--- src/rtl/spatz_xif_offloader.sv ---
// Core-side X-interface initiator. It takes offload requests from the scalar
// pipeline and issues them to Spatz with a unique ID. It tracks writeback IDs
// in a small scoreboard and returns results to the core register-file port.
module spatz_xif_offloader #(
  parameter int unsigned NrOutstanding = 4,
  parameter int unsigned IdWidth       = $clog2(NrOutstanding),
  parameter int unsigned XLEN          = 32
) (
  input  logic                 clk_i,
  input  logic                 rst_i,
  // core request side
  input  logic                 core_valid_i,
  output logic                 core_ready_o,
  input  logic [31:0]          core_instr_i,
  input  logic [XLEN-1:0]      core_rs1_i,
  input  logic [XLEN-1:0]      core_rs2_i,
  input  logic [4:0]           core_rd_i,
  output logic                 core_rsp_valid_o,
  output logic                 core_rsp_illegal_o,
  // X-interface issue
  output logic                 x_issue_valid_o,
  input  logic                 x_issue_ready_i,
  output logic [31:0]          x_issue_instr_o,
  output logic [2*XLEN-1:0]    x_issue_rs_o,
  output logic [1:0]           x_issue_rs_valid_o,
  output logic [IdWidth-1:0]   x_issue_id_o,
  input  logic                 x_issue_resp_accept_i,
  input  logic                 x_issue_resp_writeback_i,
  input  logic                 x_issue_resp_exc_i,
  input  logic                 x_issue_resp_loadstore_i,
  // X-interface result
  input  logic                 x_result_valid_i,
  output logic                 x_result_ready_o,
  input  logic [IdWidth-1:0]   x_result_id_i,
  input  logic [XLEN-1:0]      x_result_data_i,
  input  logic                 x_result_we_i,
  input  logic                 x_result_exc_i,
  // register-file writeback
  output logic                 wb_valid_o,
  input  logic                 wb_ready_i,
  output logic [4:0]           wb_rd_o,
  output logic [XLEN-1:0]      wb_data_o,
  // status
  output logic                 exc_o,
  output logic                 spurious_o,
  output logic                 busy_o
);

  typedef enum logic {IDLE, ISSUE} state_e;

  state_e                   state_q, state_d;
  logic [31:0]              instr_q, instr_d;
  logic [XLEN-1:0]          rs1_q, rs1_d, rs2_q, rs2_d;
  logic [4:0]               rd_q, rd_d;
  logic [IdWidth-1:0]       id_q, id_d;
  logic [NrOutstanding-1:0] sb_valid_q, sb_valid_d;
  logic [4:0]               sb_rd_q [NrOutstanding];
  logic [4:0]               sb_rd_d [NrOutstanding];
  logic                     rsp_valid_q, rsp_valid_d;
  logic                     rsp_illegal_q, rsp_illegal_d;
  logic                     exc_q, exc_d;
  logic                     spurious_q, spurious_d;
  logic                     wb_valid_q, wb_valid_d;
  logic [4:0]               wb_rd_q, wb_rd_d;
  logic [XLEN-1:0]          wb_data_q, wb_data_d;

  logic                     free_found;
  logic [IdWidth-1:0]       free_id;
  logic                     core_ready, issue_hs, res_ready, res_hs;
  logic                     res_bypass, res_hit;
  logic [4:0]               res_rd;

  // The load/store hint has no consumer on this side of the interface.
  logic unused_loadstore;
  assign unused_loadstore = x_issue_resp_loadstore_i;

  // Lowest free ID, taken from the registered scoreboard so an entry freed
  // this cycle only becomes allocatable on the next one.
  always_comb begin
    free_found = 1'b0;
    free_id    = '0;
    for (int i = int'(NrOutstanding) - 1; i >= 0; i--) begin
      if (!sb_valid_q[i]) begin
        free_found = 1'b1;
        free_id    = IdWidth'(i);
      end
    end
  end

  // Handshakes; ready outputs are forced low while reset is applied.
  assign core_ready = !rst_i && (state_q == IDLE) && core_valid_i && free_found;
  assign issue_hs   = (state_q == ISSUE) && x_issue_ready_i;
  assign res_ready  = !rst_i && (!wb_valid_q || wb_ready_i);
  assign res_hs     = x_result_valid_i && res_ready;
  // A result racing its own issue handshake uses the in-flight rd directly.
  assign res_bypass = res_hs && issue_hs && (x_result_id_i == id_q);
  assign res_hit    = res_bypass || sb_valid_q[x_result_id_i];
  assign res_rd     = res_bypass ? rd_q : sb_rd_q[x_result_id_i];

  // Next-state logic for the issue FSM, scoreboard and writeback register.
  always_comb begin
    // NOTE: every signal gets a default first, so no path leaves it unassigned
    // and no latch is inferred.
    state_d       = state_q;
    instr_d       = instr_q;
    rs1_d         = rs1_q;
    rs2_d         = rs2_q;
    rd_d          = rd_q;
    id_d          = id_q;
    sb_valid_d    = sb_valid_q;
    sb_rd_d       = sb_rd_q;
    rsp_valid_d   = 1'b0;
    rsp_illegal_d = 1'b0;
    exc_d         = 1'b0;
    spurious_d    = 1'b0;
    wb_valid_d    = wb_valid_q;
    wb_rd_d       = wb_rd_q;
    wb_data_d     = wb_data_q;

    if (wb_ready_i) wb_valid_d = 1'b0;

    case (state_q)
      IDLE: begin
        if (core_ready) begin
          instr_d = core_instr_i;
          rs1_d   = core_rs1_i;
          rs2_d   = core_rs2_i;
          rd_d    = core_rd_i;
          id_d    = free_id;
          state_d = ISSUE;
        end
      end
      ISSUE: begin
        if (issue_hs) begin
          state_d       = IDLE;
          rsp_valid_d   = 1'b1;
          rsp_illegal_d = !x_issue_resp_accept_i;
          if (x_issue_resp_exc_i) exc_d = 1'b1;
          if (x_issue_resp_accept_i && x_issue_resp_writeback_i && !res_bypass) begin
            sb_valid_d[id_q] = 1'b1;
            sb_rd_d[id_q]    = rd_q;
          end
        end
      end
      default: state_d = IDLE;
    endcase

    if (res_hs) begin
      if (res_hit) begin
        if (!res_bypass) sb_valid_d[x_result_id_i] = 1'b0;
        if (x_result_we_i) begin
          wb_valid_d = 1'b1;
          wb_rd_d    = res_rd;
          wb_data_d  = x_result_data_i;
        end
        if (x_result_exc_i) exc_d = 1'b1;
      end else begin
        spurious_d = 1'b1;
      end
    end
  end

  // State and output registers, all cleared by the asynchronous reset.
  always_ff @(posedge clk_i or posedge rst_i) begin
    if (rst_i) begin
      state_q       <= IDLE;
      instr_q       <= '0;
      rs1_q         <= '0;
      rs2_q         <= '0;
      rd_q          <= '0;
      id_q          <= '0;
      sb_valid_q    <= '0;
      // NOTE: the scoreboard is a handful of flops, not a RAM, so it is reset
      // like any other register.
      for (int i = 0; i < int'(NrOutstanding); i++) sb_rd_q[i] <= '0;
      rsp_valid_q   <= 1'b0;
      rsp_illegal_q <= 1'b0;
      exc_q         <= 1'b0;
      spurious_q    <= 1'b0;
      wb_valid_q    <= 1'b0;
      wb_rd_q       <= '0;
      wb_data_q     <= '0;
    end else begin
      // NOTE: non-blocking assignments so every flop samples pre-edge values.
      state_q       <= state_d;
      instr_q       <= instr_d;
      rs1_q         <= rs1_d;
      rs2_q         <= rs2_d;
      rd_q          <= rd_d;
      id_q          <= id_d;
      sb_valid_q    <= sb_valid_d;
      sb_rd_q       <= sb_rd_d;
      rsp_valid_q   <= rsp_valid_d;
      rsp_illegal_q <= rsp_illegal_d;
      exc_q         <= exc_d;
      spurious_q    <= spurious_d;
      wb_valid_q    <= wb_valid_d;
      wb_rd_q       <= wb_rd_d;
      wb_data_q     <= wb_data_d;
    end
  end

  assign core_ready_o       = core_ready;
  assign core_rsp_valid_o   = rsp_valid_q;
  assign core_rsp_illegal_o = rsp_illegal_q;
  assign x_issue_valid_o    = (state_q == ISSUE);
  assign x_issue_instr_o    = instr_q;
  assign x_issue_rs_o       = {rs2_q, rs1_q};
  assign x_issue_rs_valid_o = {2{state_q == ISSUE}};
  assign x_issue_id_o       = id_q;
  assign x_result_ready_o   = res_ready;
  assign wb_valid_o         = wb_valid_q;
  assign wb_rd_o            = wb_rd_q;
  assign wb_data_o          = wb_data_q;
  assign exc_o              = exc_q;
  assign spurious_o         = spurious_q;
  assign busy_o             = (state_q == ISSUE) || (|sb_valid_q) || wb_valid_q;

endmodule

--- config.mk ---
export PLATFORM = sky130hd
export DESIGN_NAME = spatz_xif_offloader
export DESIGN_NICKNAME = d
export VERILOG_FILES = /design/src/rtl/spatz_xif_offloader.sv
export SDC_FILE = /design/constraint.sdc
export NUM_CORES = 1
export LEC_CHECK = 0
export CAP_MARGIN = 15
export CORE_UTILIZATION = 42
export DETAILED_ROUTE_END_ITERATION = 12
export PLACE_DENSITY_LB_ADDON = 0.1
export SYNTH_ARGS = -nofsm -noshare
export SYNTH_HDL_FRONTEND = slang
export SYNTH_SLANG_ARGS = --single-unit
--- constraint.sdc ---
create_clock -name clk_i -period 10 [get_ports clk_i]
set_input_delay 2 -clock clk_i [delete_from_list [all_inputs] [get_ports clk_i]]
set_output_delay 2 -clock clk_i [all_outputs]
set_load 0.02 [all_outputs]
Yosys cells after proc, flatten, opt, wreduce, memory -nomap -nowiden
Cells that the tools add are included.
{"block": "totals", "register_bits": 170, "input_bits": 147, "output_inout_bits": 146, "word_cells": 103}
{"block": "op_classes", "magnitude_cmp": 7, "eq_ne": 1, "mux": 46, "n_bitwise": 6, "reduce_logical": 25}
{"cell": "$mux W1", "count": 25}
{"cell": "$mux W4", "count": 6}
{"cell": "$bwmux W20", "count": 1}
{"cell": "$mux W5", "count": 4}
{"cell": "$logic_and A1 B1 Y1", "count": 13}
{"cell": "$bmux W5 S2", "count": 1}
{"cell": "$demux W5 S2", "count": 1}
{"cell": "$mux W2", "count": 4}
{"cell": "$ge A3 B3 Y1 const B", "count": 2}
{"cell": "$lt A2 B3 Y1 const B", "count": 2}
{"cell": "$not A2 Y3", "count": 2}
{"cell": "$reduce_and A3 Y1", "count": 2}
{"cell": "$and A4 B4 Y4", "count": 1}
{"cell": "$demux W1 S2", "count": 2}
{"cell": "$ge A2 B1 Y1 const B", "count": 2}
{"cell": "$logic_not A1 Y1", "count": 4}
{"cell": "$logic_or A1 B1 Y1", "count": 4}
{"cell": "$not A4 Y4", "count": 1}
{"cell": "$or A4 B4 Y4", "count": 1}
{"cell": "$reduce_or A4 Y1", "count": 1}
{"cell": "$lt A3 B1 Y1 const B", "count": 1}
{"cell": "$bmux W1 S2", "count": 1}
{"cell": "$eq A2 B2 Y1", "count": 1}
{"cell": "$pmux W1 S2", "count": 1}
{"cell": "other kinds (2)", "count": 2}

Logic depth before layout (Yosys ltp)
{"block": "depth", "ltp_word": 15, "mapped_depth": 7, "mapped_depth_nobuf": 5}

Worst setup path before layout
OpenSTA, ideal clock, no wires.
{"block": "synth_timing", "kind": "input to output", "from": "input rst_i", "to": "output core_ready_o", "arrival_time_ns": 6.803, "t_required_ns": 8.000, "setup_slack_ns": 1.197, "path_stages": 6, "n_path_buf": 2, "cell_sequence": "inv_1 > and3_1 > o21ai_1 > clkbuf_1 > buf_2 > inv_1"}
{"block": "synth_between", "elab_chain_len": 4}
{"item": "start, declared", "line_no": "10", "rtl": "input logic rst_i,"}
{"item": "$logic_not A1 Y1 (no line)"}
{"item": "$logic_and A1 B1 Y1 (3 in series)", "line_no": "91", "rtl": "assign core_ready = !rst_i && (state_q == IDLE) && core_valid_i && free_found;"}
{"item": "end, declared", "line_no": "13", "rtl": "output logic core_ready_o,"}
Every way passes these cells.

Worst setup path after layout
Same ends and word-level chain as after synthesis.

==> flow_summary.toml <==
[yosys]
synthTopCellsByCount = "dfrtp_1, mux2_2, mux2_4"
netlist_top_cells_area = "dfrtp_1, mux2_2, mux2_4"
syn_nets = 577
synth_cell_types = 33
yosysWarnings = 0
ys_seq_area_share_pct = 63.0
ys_ff_latch = 170
synth_area_leader_cell = "dfrtp_1"
syn_inst = 430
synth_top_flop_cell = "dfrtp_1"
avgSynthCellArea_um2 = 15.7
netlist_area_mm2 = 0.00675
synthDominantCellAreaShare_pct = 63.0
synth_edf_count = 0
async_flop_share_pct = 100
synth.most_common_cell = "dfrtp_1"

[critical_path]
reg2reg_to = "x_issue_instr_o[30]"
rr_worst_depth = 6
reg2reg_from = "x_issue_valid_o"
setup.worst_path.start = "rst_i"
ff2ff_setup_slack_ns = 7.40
arrival_ns = 4.66
startpoint_type = "primary input"
crit_end = "core_ready_o"
path_class = "primary input to output pin"
cp-end-kind = "output pin"
critical_path_required_ns = 8.00
path_max_fanout = 92

[die]
rows = 45
die-height_um = 129
core_mm2 = 0.0154
die_w_um = 129
ios = 293
start_util_pct = 43.8
dieArea_mm2 = 0.0166

[clock_network]
cts_setup_buffers = 0
clock-sinks = 170
root_buffer = "clkbuf_16"
path_clk_slew_ns = 0.06
htreeDepth = 4
cts_tree = "done"
clockBufferDepth = 2
cts_resized = 0
cts_hold_buf = 0
clk_latency_ns = 0.42
cts_buffers = 17

[timing]
fin_worst_skew_ns = 0.00629
whs_ns = 0.502
max_clock_freq_mhz = 150
finalSetupViolCount = 0
min_period_ns = 6.66
drv_slew = 0
setup_tns_ns = 0
rsz0062_at_grt = "false"
final_hold_viol_count = 0
fin_crit_sh_pct = 66.6
tightest_slew_ns = 0.986
slew_headroom_pct = 34.3

[global_route]
grt_pass1_vias = 4984
gr-usage-all-layers_pct = 21.0
grt.overflow.total = 0
antenna_found_initial = 0
grt_pass1_wl_um = 25900
grt_max_degree = 93

[drt]
vias = 4698
first_pass_iters = 4
routed_via_density = 4.99
drc_errors = 0
avgRoutedWirePerCell_um = 17.8
drt_iter0_drc = 203
wirelength_um = 16800
ant_nets = 0

[final_layout]
nets = 867
fin_util_pct = 67.4
drive_gt1_share_pct = 26.9
antenna_cells = 0
area_delta_synth_final_pct = 54.0

[power_and_ir_drop]
p_leak_nw = 4.42
power.density_mw_per_mm2 = 241
peakVddDrop_v = 0.000141
power.total_mw = 2.51

[placed_design]
gp_congestion = 0.746
dp_hpwl_um = 12100
port_buffers = 291

[flow_run]
maxCapViolCount = 0

[hold_path]
hp-class = "flop to flop"
hold_depth = 1

[outcome]
status = "completed"
==> layout make-up <==
class	count	area, um2
Fill cell	1135	5030
Sequential cell	170	4250
Timing Repair Buffer	294	2940
Multi-Input combinational cell	229	2330
Clock buffer	22	484
Tap cell	211	264
Clock inverter	8	93.8
Inverter	8	35.0
==> registers in the layout, indices dropped and copies added (netlist names) <==
register and cells:
spurious_o 1, x_issue_id_o 2, wb_rd_o 5, x_issue_instr_o 32
wb_data_o 32, wb_valid_o 1, core_rsp_valid_o 1, x_issue_valid_o 1
core_rsp_illegal_o 1, exc_o 1, rd_q 5, rs1_q 32
sb_valid_q 4, rs2_q 32, sb_rd_q 20
==> per-layer routing <==
layer	vias to the layer above	part of all wire, %	global-route usage (%)
li1	2120	-	-
met1	2339	37	23.0
met5	-	0	0
met2	212	50	35.1
met4	0	2.0	8.72
met3	27	11	9.85
==> metrics by stage <==
stage	area [um2]	worst slack, ns	cells
floorplan	6750	1.20	430
global placement	9820	3.31	912
detailed placement	9820	3.27	912
CTS	10400	3.27	942
global route	10400	3.11	942
finish	10400	3.34	942
==> report_power, final <==
part / total (mW) / internal (mW) / leakage, nW / switching [mW]
clock network: 0.641 / 0.390 / 0.291 / 0.252
registers: 0.986 / 0.878 / 2.08 / 0.107
logic: 0.879 / 0.490 / 2.05 / 0.389
==> placed cells by master (no fill, tap or decap) <==
cell type and instances:
nand2_1 8, clkinv_4 1, nor2b_1 2, or4_1 1, and2_4 1, nand2b_1 1
nand4_1 1, clkbuf_16 17, nor4_1 2, clkbuf_1 1, inv_6 1, nor2_1 3
a32o_1 1, clkbuf_8 4, a21oi_1 10, mux2_2 140, mux4_2 6, nor3_1 2
or2_2 1, nand3_1 6, inv_1 7, buf_4 3, nor4b_1 1, o21ai_0 10
bufinv_16 2, o21ai_1 3, and3_1 3, o41ai_1 3, clkdlybuf4s50_1 291, a31o_4 1
and2_1 1, mux2_4 14, dfrtp_1 170, xnor2_1 2, a31oi_1 5, clkinv_2 5
o21ai_4 1
==> worst min path at each step <==
stage                              startpoint                   to  slack [ns]
after floorplan                    sb_rd_q[5]           sb_rd_q[5]        0.47
after global placement            sb_rd_q[10]          sb_rd_q[10]        0.48
after detailed placement   x_issue_instr_o[4]   x_issue_instr_o[4]        0.49
after CTS                 x_issue_instr_o[16]  x_issue_instr_o[16]        0.51
after global routing                rs1_q[15]            rs1_q[15]        0.52
final                              sb_rd_q[2]           sb_rd_q[2]        0.50
==> critical path, stage by stage <==
cell	delay [ns]
clkdlybuf4s50_1	0.50
inv_6	0.61
and3_1	0.41
o21ai_4	0.08
buf_4	0.30
inv_1	0.11
clkdlybuf4s50_1	0.60
==> cells by family (layout without fill, tap and decap cells) <==
| kind of cell | Yosys count | after routing | share of synthesized area, % |
|---|---|---|---|
| compound gates | 34 | 34 | 3.04 |
| xor+xnor | 2 | 2 | 0.260 |
| buf+inv | 31 | 332 | 2.61 |
| flops | 170 | 170 | 63.0 |
| mux | 160 | 160 | 28.5 |
| simple gates | 33 | 33 | 2.60 |
No activity file was read; power rests on OpenSTA's default activity.
==> RTL edit (config.mk and constraints unchanged) <==
Change the parameter `XLEN` from 32 to 24.
--- a/src/rtl/spatz_xif_offloader.sv
+++ b/src/rtl/spatz_xif_offloader.sv
@@ -5,5 +5,5 @@
   parameter int unsigned NrOutstanding = 4,
   parameter int unsigned IdWidth       = $clog2(NrOutstanding),
-  parameter int unsigned XLEN          = 32
+  parameter int unsigned XLEN          = 24
 ) (
   input  logic                 clk_i,
Interface: changed (5 resized); port bits go from 293 to 245. The function was not compared with the original's and may differ.
==> RTL edit against the unedited design <==
Area after synthesis shrank 12%. Design area is 12% lower. Maximum frequency is 5.6% higher. Sequential share of layout area down 0.82 points. Wire length decreased by 18%. Worst setup slack gained 350 ps. Clock skew about the same. Die area fell by 12%. Sequential cell count is 24 lower. Power down 10%.
==> RTL edit: results (changes against the unedited design) <==
htree depth=4 (unchanged); compound-cell area share of the yosys netlist=3.52% (was 3.04%); hold path endpoint=sb_rd_q[9]$_DFFE_PP0P_ (was sb_rd_q[2]$_DFFE_PP0P_); CP Max Fanout=88 (was 92); Synth area leaders=dfrtp_1 (61%), mux2_2 (20%), mux2_4 (6.1%), mux4_1 (2.2%), buf_2 (1.0%) (was dfrtp_1 (63%), mux2_2 (23%), mux2_4 (3.1%), mux4_2 (2.0%), a21oi_1 (0.74%)); GP Congestion=0.767 (was 0.746); Worst Hold Class=reg2reg (unchanged); vias in the first global route=4,149 (was 4,984); initial DRC count=198 (was 203); wl on met1=5770 um (was 6260 um); met3 WL=1080 um (was 1790 um); Inserted Diodes=0 (unchanged); worst vdd ir=0.116 mV (was 0.141 mV); net count after synthesis=503 (was 577); reg-to-reg endpoint=sb_rd_q[10]$_DFFE_PP0P_ (was x_issue_instr_o[30]$_DFFE_PP0P_); final wirelength=13,800 um (was 16,800 um); hold_sp=sb_rd_q[9]$_DFFE_PP0P_ (was sb_rd_q[2]$_DFFE_PP0P_); Avg Vias per Cell=4.93 (was 4.99); dpl cell area=0.00848 sq mm (was 0.00982 sq mm); P_leak=3.90 nW (was 4.42 nW); Hold Worst Slack=498 ps (was 502 ps); met2 wire length=6710 um (was 8410 um); Seq/Total Area, Yosys=61.5% (was 63.0%); global-route wire length before repair=21,700 um (was 25,900 um); pre-CTS setup slack=3660 ps (was 3270 ps); status=completed (unchanged); met3 GRT Util=6.58% (was 9.85%); mux cell area share after synthesis=28.7% (was 28.5%); Worst R2R Setup Slack=7710 ps (was 7400 ps); Rel. slew slack=28.0% (was 34.3%); Max Freq=0.158 GHz (was 0.150 GHz); post-synthesis cell type count=34 (was 33); GRT Util Overall=19.8% (was 21.0%); XOR/XNOR share of the synthesized area=0.295% (was 0.259%); Seq. pwr=845 uW (was 986 uW); layout cell share with drive strength beyond 1=26.6% (was 26.9%); port bufs=243 (was 291); combinational share of power=32.9% (was 35.1%); Post-Syn Area per Cell=15.6 sq um (was 15.7 sq um); met2 usage=32.0% (was 35.1%); max FFs per register=32
RTL edit: changes by cell type after synthesis, sizes merged:
cell,before,now
mux2,154,130
buf,16,18
clkbuf,7,3
dfrtp,170,146
RTL edit: layout make-up:
type | count | area [sq um] | area share [%]
clock inverter | 10 | 155 | 1.70
sequential | 146 | 3650 | 40.1
tap | 180 | 225 | 2.47
timing repair buffer | 245 | 2450 | 26.9
multi-input combinational | 205 | 2120 | 23.3
inverter | 8 | 35.0 | 0.385
clock buffer | 22 | 474 | 5.20
RTL edit: through the flow:
step	power, mW	instances
after floorplan	1.23	380
after global placement	1.58	784
after detailed placement	1.60	784
after CTS	2.28	816
after global routing	2.36	816
final	2.25	816
RTL edit: worst max-delay path: stages:
cell             delay, ps
clkdlybuf4s50_1        500
inv_6                  580
and3_1                 410
o21ai_4                 90
inv_1                   60
clkdlybuf4s50_1        620
